File: src/rtl/rom_scan_pkg.sv
// Shared definitions for the ROM scan controller: FSM encoding, default sizes
// and the wrapping address step.
package rom_scan_pkg;

  localparam int DEF_ADDR_W = 8;
  localparam int DEF_DATA_W = 8;
  localparam int DEF_DEPTH  = 11;
  localparam int DEF_FIFO_D = 4;

  typedef enum logic [1:0] {
    ST_IDLE  = 2'd0,
    ST_ISSUE = 2'd1,
    ST_DRAIN = 2'd2
  } state_t;

  // The comparison happens before the increment, so a full 2^ADDR_W space wraps cleanly.
  function automatic int unsigned wrap_inc(input int unsigned addr, input int unsigned depth);
    return (addr == depth - 1) ? 32'd0 : addr + 32'd1;
  endfunction

endpackage

File: src/rtl/rom_scan_if.sv
// Valid/ready word stream leaving the scan controller.
interface rom_scan_if
  import rom_scan_pkg::*;
#(
  parameter int DATA_W = DEF_DATA_W
);
  logic [DATA_W-1:0] out_data;
  logic              out_valid;
  logic              out_ready;
  logic              out_last;

  modport master (output out_data, output out_valid, output out_last, input out_ready);
  modport slave  (input out_data, input out_valid, input out_last, output out_ready);
endinterface

File: src/rtl/rom_scan_fifo.sv
// Small synchronous FIFO holding ROM words plus their last flag; the head is
// presented combinationally so a freshly written word is visible the next cycle.
module rom_scan_fifo #(
  parameter int WIDTH = 9,
  parameter int DEPTH = 4
) (
  input  logic                       clk,
  input  logic                       rst_n,
  input  logic                       push,
  input  logic [WIDTH-1:0]           push_data,
  input  logic                       pop,
  output logic [WIDTH-1:0]           head_data,
  output logic [$clog2(DEPTH+1)-1:0] occupancy,
  output logic                       empty,
  output logic                       full
);
  localparam int PTR_W = (DEPTH > 1) ? $clog2(DEPTH) : 1;
  localparam int CNT_W = $clog2(DEPTH + 1);

  logic [WIDTH-1:0] mem_reg [DEPTH];
  logic [PTR_W-1:0] wr_ptr_reg, rd_ptr_reg;
  logic [CNT_W-1:0] occ_reg;
  logic             do_pop;

  function automatic logic [PTR_W-1:0] ptr_inc(input logic [PTR_W-1:0] p);
    return (p == PTR_W'(DEPTH - 1)) ? '0 : p + 1'b1;
  endfunction

  assign empty     = (occ_reg == '0);
  assign full      = (occ_reg == CNT_W'(DEPTH));
  assign occupancy = occ_reg;
  assign do_pop    = pop && !empty;
  assign head_data = mem_reg[rd_ptr_reg];

  always_ff @(posedge clk) begin
    if (push) mem_reg[wr_ptr_reg] <= push_data;
  end

  always_ff @(posedge clk or negedge rst_n) begin
    if (!rst_n) begin
      wr_ptr_reg <= '0;
      rd_ptr_reg <= '0;
      occ_reg    <= '0;
    end else begin
      if (push)   wr_ptr_reg <= ptr_inc(wr_ptr_reg);
      if (do_pop) rd_ptr_reg <= ptr_inc(rd_ptr_reg);
      case ({push, do_pop})
        2'b10:   occ_reg <= occ_reg + 1'b1;
        2'b01:   occ_reg <= occ_reg - 1'b1;
        default: occ_reg <= occ_reg;
      endcase
    end
  end
endmodule

File: src/rtl/rom_scan_ctrl.sv
// Walks a run of ROM addresses, tracks the two-cycle read latency with a tag pipe
// and streams the words out through a credit-limited buffer.
module rom_scan_ctrl
  import rom_scan_pkg::*;
#(
  parameter int ADDR_W = DEF_ADDR_W,
  parameter int DATA_W = DEF_DATA_W,
  parameter int DEPTH  = DEF_DEPTH,
  parameter int FIFO_D = DEF_FIFO_D
) (
  input  logic              clk,
  input  logic              rst_n,
  input  logic              start,
  input  logic [ADDR_W-1:0] start_addr,
  input  logic [ADDR_W-1:0] count,
  output logic [ADDR_W-1:0] rom_addr,
  input  logic [DATA_W-1:0] rom_data,
  output logic              busy,
  output logic              done,
  output logic              err,
  rom_scan_if.master        out_if
);
  localparam int CNT_W = $clog2(FIFO_D + 1);

  state_t            state_reg, state_next;
  logic [ADDR_W-1:0] addr_reg, addr_next;
  logic [ADDR_W-1:0] rem_reg, rem_next;
  logic [ADDR_W-1:0] rom_addr_reg, rom_addr_next, issue_addr;
  logic [1:0]        tag_reg, last_tag_reg, in_flight;
  logic              done_reg, done_next, err_reg, err_next;
  logic              issue, issue_last, start_bad, credit_ok, last_xfer;
  logic [CNT_W-1:0]  occupancy;
  logic              fifo_empty, fifo_full;
  logic [DATA_W:0]   head;

  assign start_bad = 32'(start_addr) >= 32'(DEPTH);
  assign in_flight = 2'(tag_reg[0]) + 2'(tag_reg[1]);
  // Pops in the current cycle are deliberately not credited back.
  assign credit_ok = (32'(occupancy) + 32'(in_flight)) < 32'(FIFO_D);
  assign last_xfer = out_if.out_valid && out_if.out_ready && out_if.out_last;

  always_ff @(posedge clk or negedge rst_n) begin
    if (!rst_n) begin
      state_reg    <= ST_IDLE;
      addr_reg     <= '0;
      rem_reg      <= '0;
      rom_addr_reg <= '0;
      tag_reg      <= '0;
      last_tag_reg <= '0;
      done_reg     <= 1'b0;
      err_reg      <= 1'b0;
    end else begin
      state_reg    <= state_next;
      addr_reg     <= addr_next;
      rem_reg      <= rem_next;
      rom_addr_reg <= rom_addr_next;
      tag_reg      <= {tag_reg[0], issue};
      last_tag_reg <= {last_tag_reg[0], issue_last};
      done_reg     <= done_next;
      err_reg      <= err_next;
    end
  end

  always_comb begin
    state_next = state_reg;
    case (state_reg)
      ST_IDLE:  if (start && !start_bad && count != '0)
                  state_next = (count == ADDR_W'(1)) ? ST_DRAIN : ST_ISSUE;
      ST_ISSUE: if (credit_ok && rem_reg == ADDR_W'(1)) state_next = ST_DRAIN;
      ST_DRAIN: if (last_xfer) state_next = ST_IDLE;
      default:  state_next = ST_IDLE;
    endcase
  end

  // The first read goes out on the accepting edge, so IDLE issues too.
  always_comb begin
    issue         = 1'b0;
    issue_last    = 1'b0;
    issue_addr    = addr_reg;
    addr_next     = addr_reg;
    rem_next      = rem_reg;
    rom_addr_next = rom_addr_reg;
    done_next     = 1'b0;
    err_next      = 1'b0;
    case (state_reg)
      ST_IDLE: if (start) begin
        if (start_bad) err_next = 1'b1;
        else if (count == '0) done_next = 1'b1;
        else begin
          issue      = 1'b1;
          issue_addr = start_addr;
          issue_last = (count == ADDR_W'(1));
          rem_next   = count - 1'b1;
        end
      end
      ST_ISSUE: if (credit_ok) begin
        issue      = 1'b1;
        issue_last = (rem_reg == ADDR_W'(1));
        rem_next   = rem_reg - 1'b1;
      end
      ST_DRAIN: done_next = last_xfer;
      default: ;
    endcase
    if (issue) begin
      rom_addr_next = issue_addr;
      addr_next     = ADDR_W'(wrap_inc(32'(issue_addr), 32'(DEPTH)));
    end
  end

  rom_scan_fifo #(
    .WIDTH (DATA_W + 1),
    .DEPTH (FIFO_D)
  ) u_fifo (
    .clk       (clk),
    .rst_n     (rst_n),
    .push      (tag_reg[1]),
    .push_data ({last_tag_reg[1], rom_data}),
    .pop       (out_if.out_valid && out_if.out_ready),
    .head_data (head),
    .occupancy (occupancy),
    .empty     (fifo_empty),
    .full      (fifo_full)
  );

  assert property (@(posedge clk) disable iff (!rst_n) !(tag_reg[1] && fifo_full));

  assign rom_addr         = rom_addr_reg;
  assign busy             = (state_reg != ST_IDLE);
  assign done             = done_reg;
  assign err              = err_reg;
  assign out_if.out_valid = !fifo_empty;
  assign out_if.out_data  = fifo_empty ? '0 : head[DATA_W-1:0];
  assign out_if.out_last  = !fifo_empty && head[DATA_W];
endmodule

File: src/flat_wrapper.sv
// flat-port wrapper written by rule: the top's interface ports become plain ports
module rom_scan_ctrl_flat import rom_scan_pkg::*;
#(
  parameter int ADDR_W = DEF_ADDR_W,
  parameter int DATA_W = DEF_DATA_W,
  parameter int DEPTH  = DEF_DEPTH,
  parameter int FIFO_D = DEF_FIFO_D
)
  (clk, rst_n, start, start_addr, count, rom_addr, rom_data, busy, done, err, out_if_out_data, out_if_out_valid, out_if_out_last, out_if_out_ready);
  rom_scan_if #(.DATA_W(DATA_W)) out_if_i ();
  input  logic clk;
  input  logic rst_n;
  input  logic start;
  input  logic [ADDR_W-1:0] start_addr;
  input  logic [ADDR_W-1:0] count;
  output logic [ADDR_W-1:0] rom_addr;
  input  logic [DATA_W-1:0] rom_data;
  output logic busy;
  output logic done;
  output logic err;
  output wire logic [$bits(out_if_i.out_data)-1:0] out_if_out_data;
  output wire logic [$bits(out_if_i.out_valid)-1:0] out_if_out_valid;
  output wire logic [$bits(out_if_i.out_last)-1:0] out_if_out_last;
  input wire logic [$bits(out_if_i.out_ready)-1:0] out_if_out_ready;
  assign out_if_out_data = out_if_i.out_data;
  assign out_if_out_valid = out_if_i.out_valid;
  assign out_if_out_last = out_if_i.out_last;
  assign out_if_i.out_ready = out_if_out_ready;
  rom_scan_ctrl #(.ADDR_W(ADDR_W), .DATA_W(DATA_W), .DEPTH(DEPTH), .FIFO_D(FIFO_D)) u_core (.clk(clk), .rst_n(rst_n), .start(start), .start_addr(start_addr), .count(count), .rom_addr(rom_addr), .rom_data(rom_data), .busy(busy), .done(done), .err(err), .out_if(out_if_i));
endmodule
File: config.mk
export PLATFORM = sky130hd
export DESIGN_NAME = rom_scan_ctrl_flat
export DESIGN_NICKNAME = d
export VERILOG_FILES = /design/src/rtl/rom_scan_pkg.sv /design/src/rtl/rom_scan_if.sv /design/src/rtl/rom_scan_fifo.sv /design/src/rtl/rom_scan_ctrl.sv /design/src/flat_wrapper.sv
export SDC_FILE = /design/constraint.sdc
export NUM_CORES = 1
export LEC_CHECK = 0
export BUFFER_PORTS_ARGS = -buffer_cell sky130_fd_sc_hd__clkbuf_2
export CAP_MARGIN = 20
export CELL_PAD_IN_SITES_DETAIL_PLACEMENT = 1
export CELL_PAD_IN_SITES_GLOBAL_PLACEMENT = 2
export CORE_UTILIZATION = 42
export DETAILED_ROUTE_END_ITERATION = 7
export PLACE_DENSITY = 0.89
export SYNTH_ARGS = -nofsm -noshare
export SYNTH_HDL_FRONTEND = slang
export SYNTH_SLANG_ARGS = --single-unit
File: constraint.sdc
create_clock -name clk -period 5.6 [get_ports clk]
set_input_delay 0.56 -clock clk [delete_from_list [all_inputs] [get_ports clk]]
set_output_delay 0.56 -clock clk [all_outputs]
set_load 0.01 [all_outputs]
==> summary.json <==
{
  "outcome": "complete, no violations",
  "reg2reg_to": "u_core.addr_reg[1]",
  "r2r_cells": 9,
  "critical_path.slowest_cell": "sky130_fd_sc_hd__or4b_2",
  "syn_inst": 302,
  "globalRoute.totalOverflow": 0,
  "post_route_cells_drive_above_1_share_pct": 28.0,
  "busiest_layer": "met2",
  "cp_slowest_stage_delay_ps": 600,
  "holdCritStartpoint": "u_core.last_tag_reg[0]",
  "final.period_utilization_pct": 66.3,
  "groute.layer.met2.usage_pct": 32.8,
  "startpoint_type": "primary input",
  "number_of_instances_on_the_worst_hold_path": 0,
  "clock-root-buffer": "sky130_fd_sc_hd__clkbuf_8",
  "layout-area-overhead-vs-synth_pct": 14.4,
  "count_of_flip_flops_with_a_built_in_enable_after_synthesis": 36,
  "viasPerCell": 5.37,
  "cts_max_level": 3,
  "post_layout_nonfiller_instances": 462,
  "post_dp_cell_area_sq_mm": 0.00402,
  "ys_top_cells_by_area": "sky130_fd_sc_hd__edfxtp_1, sky130_fd_sc_hd__dfrtp_1, sky130_fd_sc_hd__mux4_2, sky130_fd_sc_hd__ha_1, sky130_fd_sc_hd__nand2_1",
  "n_antenna_cell": 0,
  "cts_post_setup_buffers_inserted": 0,
  "global_route.usage.total_pct": 19.0,
  "fp_rows": 33,
  "cts.reportedPaths.clkPinSlew_ps": 80,
  "fin_crit_ps": 3710,
  "drtAntennaViolNets": 0,
  "leakage_power_of_the_design_nw": 1.74,
  "register_bit_total_from_synthesis": 75,
  "dr.first_iter.drc_count": 59,
  "detailed_place_hpwl_microns": 5980,
  "worstPathArrival_ps": 3940,
  "timing_hold_violations_final": 0,
  "most_numerous_cell_on_the_critical_path": "sky130_fd_sc_hd__mux2i_1",
  "placedCellCount": 444,
  "use_met3_pct": 4.27,
  "fin_tns_setup_ps": 0,
  "synth_commonest_cells": "sky130_fd_sc_hd__dfrtp_1, sky130_fd_sc_hd__edfxtp_1, sky130_fd_sc_hd__nand2_1",
  "cts_resized": 0,
  "chipWidth_microns": 95.9,
  "power_per_cell_area_mw_per_mm2": 480,
  "num-nets-final": 394,
  "register_area_sq_mm": 0.00206,
  "yosysMostFrequentCell": "sky130_fd_sc_hd__dfrtp_1",
  "placeableCoreArea_sq_mm": 0.00838,
  "post_drt_wl_per_cell_microns": 17.3,
  "start_util_pct": 44.2,
  "clock_insertion_delay_worst_skew_ps": 350,
  "syn_area_sq_mm": 0.00370,
  "cts-buffers-inserted": 9,
  "crit_chain": "clkbuf_2 > or4_4 > or3_4 > nand2_2 > mux2i_1 > ha_1 > or4b_2 > nor4b_1 > mux2i_1 > a22o_2",
  "antenna_violations_before_repair": 0,
  "post-route-cell-area_sq_mm": 0.00424,
  "post-synth-top-area-fraction_pct": 29.2,
  "placement.io_buffers": 48,
  "achievable-frequency_mhz": 270,
  "route.vias.total": 2482,
  "nFillCells": 919,
  "yosys_warnings": 0,
  "crit_start": "count[5]",
  "critPathCaptureType": "flop",
  "synth_async_sr_flop_share_pct": 52.0,
  "critical_path_required_ps": 5830,
  "detail_route.first_pass.iterations": 4,
  "netlist-cell-type-count": 58,
  "buffer_depth_of_the_longest_clock_path": 2,
  "floorplan.io_pins": 49,
  "drv_cap": 0,
  "multiInputGateArea_sq_mm": 0.00153,
  "r2r_start": "u_core.state_reg[1]",
  "largest_net_degree_at_the_start_of_global_routing": 40,
  "route.detailed.drc": 0,
  "syn-num-nets": 344,
  "tightest_slew_ps": 895,
  "postSynth.topFlopCell": "sky130_fd_sc_hd__dfrtp_1",
  "largest_reg_flops": 36,
  "rsz0062_at_grt": "no",
  "holdPathEnd": "u_core.last_tag_reg[1]",
  "timing.clock.skew_ps": 14.6,
  "finalWirelength_microns": 8010,
  "synth_sequential_area_ratio_pct": 55.6,
  "area_leader_netlist": "sky130_fd_sc_hd__edfxtp_1",
  "maxSlewHeadroom_pct": 40.1,
  "chipHeight_microns": 95.9,
  "critPathKind": "primary input to flop",
  "timing_max_transition_violations_final": 0,
  "via_count_of_the_first_global_routing_pass": 2561,
  "reg2reg_setup_slack_ps": 1920,
  "report.final.setup_viol": 0,
  "mean_area_per_synthesized_cell_sq_um": 12.3,
  "design.die.area_sq_mm": 0.00919,
  "ir_drop_mv": 0.170,
  "final_weighted_congestion_in_routability_driven_placement": 0.776,
  "worst_hold_path_type": "flop to flop",
  "grt_first_pass_wirelength_microns": 13000,
  "clock_tree_from_tritoncts": "done",
  "timing.critical_path.fanout_max": 8,
  "grt_use_met1_pct": 24.0,
  "cts.sink_count": 75
}
power by group:
group | switching, mW | internal, mW
registers | 0.152 | 0.724
clock network | 0.220 | 0.168
logic | 0.412 | 0.356
critical path: cells and delay by family:
| kind | cells | cell delay (ps) |
|---|---|---|
| adders and majority gates | 1 | 260 |
| buffers and inverters | 1 | 100 |
| muxes | 2 | 500 |
| AOI/OAI and AO/OA | 1 | 250 |
| and+or+nand+nor | 5 | 2270 |
cells by family (layout without fill, tap and decap cells):
group	count (synthesis)	after routing	share of synthesized area, %
adders and majority gates	14	14	4.94
AOI/OAI and AO/OA	56	56	11.2
xor gates and xnor gates	12	12	2.84
DFF	75	75	55.6
muxes	17	17	7.98
buffers and inverters	26	81	2.98
and+or+nand+nor	102	102	14.5
per-layer routing:
layer  vias up  part of all wire, %
met3         6                  3.1
met4         0                  1.0
li1       1200                    -
met1      1232                   46
met2        44                   50
met5         -                    0
how the worst max path moves through the flow:
stage / end / slack [ps] / cells past startpoint
floorplan: u_core.addr_reg[2] / 1970 / 9
global placement: u_core.addr_reg[2] / 1620 / 10
detailed placement: u_core.addr_reg[2] / 1500 / 10
CTS: u_core.addr_reg[1] / 1870 / 10
global route: u_core.addr_reg[2] / 1700 / 9
finish: u_core.addr_reg[1] / 1890 / 10
layout by cell type, fill, tap and decap left out, drive strengths merged, types with 12 or more instances in the layout:
cell type  count
nor2          20
a21oi         18
dfrtp         39
edfxtp        36
and2          15
inv           18
ha            13
nand2         28
o21ai         12
clkbuf        57
per-stage QoR:
step / hold WS (ps) / utilization (%) / worst slack, ps / power, mW
after detailed placement: 352 / 48.0 / 1500 / 1.67
after CTS: 370 / 50.2 / 1870 / 2.06
after global routing: 377 / 50.5 / 1700 / 2.20
final: 364 / 50.5 / 1890 / 2.03
after floorplan: 264 / - / 1970 / 1.43
after global placement: 331 / 48.0 / 1620 / 1.64
final cells by class:
type | count | share of cell area (%)
clock buffer | 9 | 2.92
clock inverter | 7 | 1.42
inverter | 15 | 1.39
multi-input combinational | 201 | 36.2
sequential | 75 | 48.6
tap | 105 | 3.10
timing repair buffer | 50 | 6.38
what timing repair did:
| item | in CTS | in global routing |
|---|---|---|
| endpoints found under the setup margin | 0 | 0 |
| hold endpoints to repair | 0 | 3 |
| hold buffers | 0 | 1 |
No activity file was read; power rests on OpenSTA's default activity.
